`src/rtl/operand_fetch.sv`:
```
// operand_fetch: register-read stage feeding the ALU, with writeback bypass and stall-time operand refresh.
module operand_fetch #(
  parameter int XLEN  = 32,
  parameter int NREGS = 32
) (
  input  logic            clk,
  input  logic            resetn,
  input  logic            in_valid,
  output logic            in_ready,
  input  logic [2:0]      in_opcode,
  input  logic [4:0]      in_rs1,
  input  logic [4:0]      in_rs2,
  input  logic [4:0]      in_rd,
  input  logic [XLEN-1:0] in_imm,
  input  logic            in_use_imm,
  input  logic            wb_en,
  input  logic [4:0]      wb_rd,
  input  logic [XLEN-1:0] wb_data,
  output logic            out_valid,
  input  logic            out_ready,
  output logic [2:0]      out_opcode,
  output logic [XLEN-1:0] out_left,
  output logic [XLEN-1:0] out_right,
  output logic [4:0]      out_rd
);
  logic [XLEN-1:0] r_rf [NREGS];
  logic [4:0]      r_rs1;
  logic [4:0]      r_rs2;
  logic            r_use_imm;
  logic            w_wb_ok;
  logic            w_accept;
  logic            w_stall;
  logic [XLEN-1:0] w_rs1_val;
  logic [XLEN-1:0] w_rs2_val;
  // x0 and indices beyond the implemented file are hardwired to zero
  function automatic logic idx_ok(input logic [4:0] r);
    return r != 5'd0 && 32'(r) < NREGS;
  endfunction
  function automatic logic [XLEN-1:0] rd_reg(input logic [4:0] r);
    return !idx_ok(r) ? '0 : (w_wb_ok && wb_rd == r) ? wb_data : r_rf[r];
  endfunction
  assign w_wb_ok   = wb_en && idx_ok(wb_rd);
  assign in_ready  = !out_valid || out_ready;
  assign w_accept  = in_valid && in_ready;
  assign w_stall   = out_valid && !out_ready;
  assign w_rs1_val = rd_reg(in_rs1);
  assign w_rs2_val = rd_reg(in_rs2);
  always_ff @(posedge clk) begin
    if (!resetn) begin
      for (int i = 0; i < NREGS; i++) r_rf[i] <= '0;
      out_valid  <= 1'b0;
      out_opcode <= '0;
      out_left   <= '0;
      out_right  <= '0;
      out_rd     <= '0;
      r_rs1      <= '0;
      r_rs2      <= '0;
      r_use_imm  <= 1'b0;
    end else begin
      if (w_wb_ok) r_rf[wb_rd] <= wb_data;
      if (w_accept) begin
        out_valid  <= 1'b1;
        out_opcode <= in_opcode;
        out_rd     <= in_rd;
        out_left   <= w_rs1_val;
        out_right  <= in_use_imm ? in_imm : w_rs2_val;
        r_rs1      <= in_rs1;
        r_rs2      <= in_rs2;
        r_use_imm  <= in_use_imm;
      end else begin
        if (out_ready) out_valid <= 1'b0;
        // held operands track writebacks so the ALU never sees a stale source
        if (w_stall && w_wb_ok && wb_rd == r_rs1) out_left <= wb_data;
        if (w_stall && w_wb_ok && !r_use_imm && wb_rd == r_rs2) out_right <= wb_data;
      end
    end
  end
endmodule

```
`config.mk`:
```
export PLATFORM = sky130hd
export DESIGN_NAME = operand_fetch
export DESIGN_NICKNAME = d
export VERILOG_FILES = /design/src/rtl/operand_fetch.sv
export SDC_FILE = /design/constraint.sdc
export NUM_CORES = 2
export LEC_CHECK = 0
export BUFFER_PORTS_ARGS = -buffer_cell sky130_fd_sc_hd__buf_2
export CAP_MARGIN = 40
export CORE_UTILIZATION = 50
export DETAILED_ROUTE_END_ITERATION = 6
export PLACE_DENSITY = 0.66
export RECOVER_POWER = 50
export SLEW_MARGIN = 5
export SYNTH_ARGS = -nofsm -noshare
export SYNTH_HDL_FRONTEND = slang
export SYNTH_SLANG_ARGS = --single-unit
```
`constraint.sdc`:
```
create_clock -name clk -period 4.89 [get_ports clk]
set_input_delay 0.7335 -clock clk [delete_from_list [all_inputs] [get_ports clk]]
set_output_delay 0.7335 -clock clk [all_outputs]
set_load 0.05 [all_outputs]
```
==> flow_summary_export.csv <==
group,metric,value,unit
outcome,status,"finished with violations",
outcome,failed_checks,"DRC, capacitance limit, slew limit",
global_routing,grt_first_pass_wirelength,295400,um
synth,ys.flop_type,"edfxtp_1",
setup_path,r2r-start,"out_valid",
setup_path,crit_path_end,"r_rf[11][28]",
synth,synth_xor_area_frac,0.003037,
finish,register_area,32430,um2
setup_path,crit_buf_inv,3,
synth,synthCells,4169,
clock_network,ctsResizeCount,0,
synth,synth_fa_ha_area_frac,0,
synth,ys_types,44,
synth,synth_area_per_cell,13.84,um2
die,coreArea,114300,um2
run,maxCapViolCount,24,
finish,fillCellCount,9055,
setup_path,worst-setup-path-type,"in2reg",
die,die_w,341.7,um
clock_network,hold_buffers,0,
setup_path,critical_path_depth,5,
synth,synth_top_area_share,0.5331,
timing,min_period,3.896,ns
die,ios,167,
synth,synthMuxAreaShare,0.2198,
clock_network,root_buffer,"clkbuf_16",
setup_path,worstReg2RegEnd,"out_right[7]",
synth,synth_simple_gate_area_frac,0.1068,
setup_path,crit_family,"buffers and inverters",
synth,synth_seq_area_share,0.5622,
place,place_congestion,0.8705,
synth,synth_enable_flop_cells,1024,
drt,drt_first_pass_iters,7,
clock_network,post_cts_buffers,0,
synth,async_reset_ff_frac,0,
clock_network,cts_buffer_depth,3,
timing,worst_slew_pin_slew,3.121,ns
clock_network,insertion_delay,0.73,ns
hold_path,hold_path_class,"in2reg",
global_routing,gr-usage-all-layers,0.3518,
power_and_ir_drop,vdd_ir_drop_max,0.3082,mV
setup_path,cpMostUsedCell,"clkbuf_1",
finish,area_growth,12.39,%
synth,synth_top_family_by_area,"multiplexers",
setup_path,cp_cell_sequence,"clkbuf_1 -> or3b_1 -> buf_16 -> o21ai_0 -> clkbuf_1",
place,dpl.hpwl,119000,um
timing,grt_setup_unrepaired,"false",
clock_network,cts_buffers,118,
timing,finalHoldViolCount,0,
global_routing,antenna_found_initial,9,
setup_path,crit_required,5.17,ns
setup_path,critPathMaxStageDelay,1.79,ns
die,die_area,116700,um2
timing,final_max_slew_viol_count,955,
die,chipHeight,341.7,um
drt,wl_per_cell,36.23,um
finish,final_layout_size_suffix_gt1_frac,0.2263,
synth,synth_area_leaders,"edfxtp_1 (53%), mux4_2 (18%), nor3_1 (8.9%), mux2i_1 (4.4%), clkbuf_1 (2.9%)",
place,dpl.cell_count,5500,
setup_path,path_max_fanout,49,
die,rows,124,
die,start_util,0.5045,
place,port_buffers,166,
synth,ys_top_cells_by_count,"edfxtp_1 (1,024), nor3_1 (1,023), mux4_2 (451)",
drt,drt-total-wl,207500,um
clock_network,cts_tree,"yes",
timing,tns,0,ns
clock_network,clk_pin_slew_worst_paths,0.06,ns
synth,synth_area_leader_cell,"edfxtp_1",
timing,slew_headroom,-1.081,
timing,skew,0.02918,ns
setup_path,ff2ff_path_depth,8,
clock_network,htree_levels,3,
synth,synth-seq-cells,1108,
synth,yosys_warnings,0,
drt,final_antenna_net_count,0,
global_routing,grt_max_degree,129,
synth,synth_compound_area_frac,0.06455,
setup_path,cp.arrival,4.17,ns
finish,multi_input_area,23110,um2
timing,period_share,0.7968,
synth,syn_area,57680,um2
power_and_ir_drop,leakagePower,0.02083,uW
drt,drt_iter0_drc,7406,
finish,fin_nets,4201,
finish,fin_cells,5726,
setup_path,startpoint,"wb_rd[2]",
clock_network,clkSinkCount,1108,
synth,yosysMostFrequentCell,"edfxtp_1",
global_routing,grt_pass1_vias,41280,
timing,finalSetupViolations,0,
setup_path,rrSetupSlack,1.91,ns
drt,via_count,42750,
global_routing,grt.overflow.total,0,
timing,fmax,0.2567,GHz
setup_path,crit_slowest_cell,"clkbuf_1",
setup_path,worst_setup_path_start_kind,"primary input",
power_and_ir_drop,power.density,371.6,nW/um2
setup_path,endpoint_kind,"register",
drt,drc_errors,1,
drt,viasPerCell,7.467,
registers in the layout (all words and copies together) (netlist names):
name / count
r_rs1: 5
out_valid: 1
out_right: 32
r_rf: 1024
r_rs2: 5
out_rd: 5
r_use_imm: 1
out_left: 32
out_opcode: 3
cell usage in the layout, fill, tap and decap left out, types with 8 or more instances in the layout:
master / instances
buf_4: 90
clkbuf_1: 99
inv_1: 29
clkbuf_8: 20
o2bb2ai_1: 32
nand2_1: 41
nor2b_1: 26
a21oi_1: 108
a22oi_1: 63
mux2i_1: 252
buf_16: 31
a221oi_1: 126
nand3_1: 10
o21ai_4: 16
buf_8: 8
clkinv_2: 20
buf_12: 32
o21ai_0: 47
nor3_1: 1023
o221ai_1: 32
and3_1: 28
conb_1: 32
buf_2: 113
edfxtp_1: 1024
nor2_1: 71
xor2_1: 16
clkbuf_16: 122
a32oi_1: 39
mux4_2: 451
dfxtp_1: 84
a2111o_1: 29
clkinv_1: 13
bufinv_16: 13
area by class of cell:
cell class,instances,share of cell area
well taps,1512,0.02918
clock buffers,169,0.05290
clock inverters,54,0.009940
repair buffers,352,0.04887
flip-flops and latches,1108,0.5003
multi-input cells,2491,0.3565
inverters,37,0.002220
diodes,3,0.0001158
worst min-delay path: cells and delay by family:
| kind | cells | cell delay [ns] |
|---|---|---|
| buffers and inverters | 1 | 0.09 |
| and+or+nand+nor | 1 | 0.04 |
| AOI/OAI and AO/OA | 1 | 0.05 |
through the flow:
| stage | utilization | area [um2] | hold slack, ns | total power [uW] | setup slack (ns) |
|---|---|---|---|---|---|
| 4_1_cts | 0.5705 | 65240 | 0.2216 | 24020 | 1.956 |
| 6_report | 0.5670 | 64830 | 0.2491 | 24090 | 0.9939 |
| 5_1_grt | 0.5669 | 64820 | 0.2426 | 24570 | 1.043 |
| 3_5_place_dp | 0.5349 | 61160 | 0.4481 | 14730 | 1.220 |
| 2_1_floorplan | - | 57800 | 0.4370 | 13440 | 0.4134 |
| 3_3_place_gp | 0.5262 | 60170 | 0.4387 | 14590 | 1.194 |
cell families (layout without fill, tap and decap cells):
kind of cell / after synthesis / count (layout)
AND/OR/NAND/NOR: 1235 / 1235
flip-flops: 1108 / 1108
multiplexers: 703 / 703
buffers and inverters: 601 / 612
AO/OA/AOI/OAI: 501 / 501
XOR/XNOR: 20 / 20
other: 1 / 35
metal layers:
metal  share of wire  vias to the layer above  track usage
met5        0.000063                        -            0
met4           0.053                        2       0.1622
met3            0.15                      663       0.1132
met2            0.44                     3634       0.5195
met1            0.35                    21620       0.4743
li1                -                    16830            -
how the worst min path moves through the flow:
stage	startpoint	endpoint	slack, ns	cells after the start
after CTS	in_rd[1]	out_rd[1]	0.22	3
after global routing	wb_data[8]	out_right[8]	0.24	2
final	in_rd[1]	out_rd[1]	0.25	3
after global placement	out_rd[2]	out_rd[2]	0.44	2
after floorplan	r_use_imm	r_use_imm	0.44	2
after detailed placement	out_opcode[0]	out_opcode[0]	0.45	2
report_power, final:
| group | switching (uW) | total (uW) | internal [uW] | leakage, uW |
|---|---|---|---|---|
| clock | 3920 | 9480 | 5550 | 0.00200 |
| combinational | 2130 | 3350 | 1210 | 0.00839 |
| sequential | 356 | 11300 | 10900 | 0.0104 |
(Power assumes the default switching activity.)
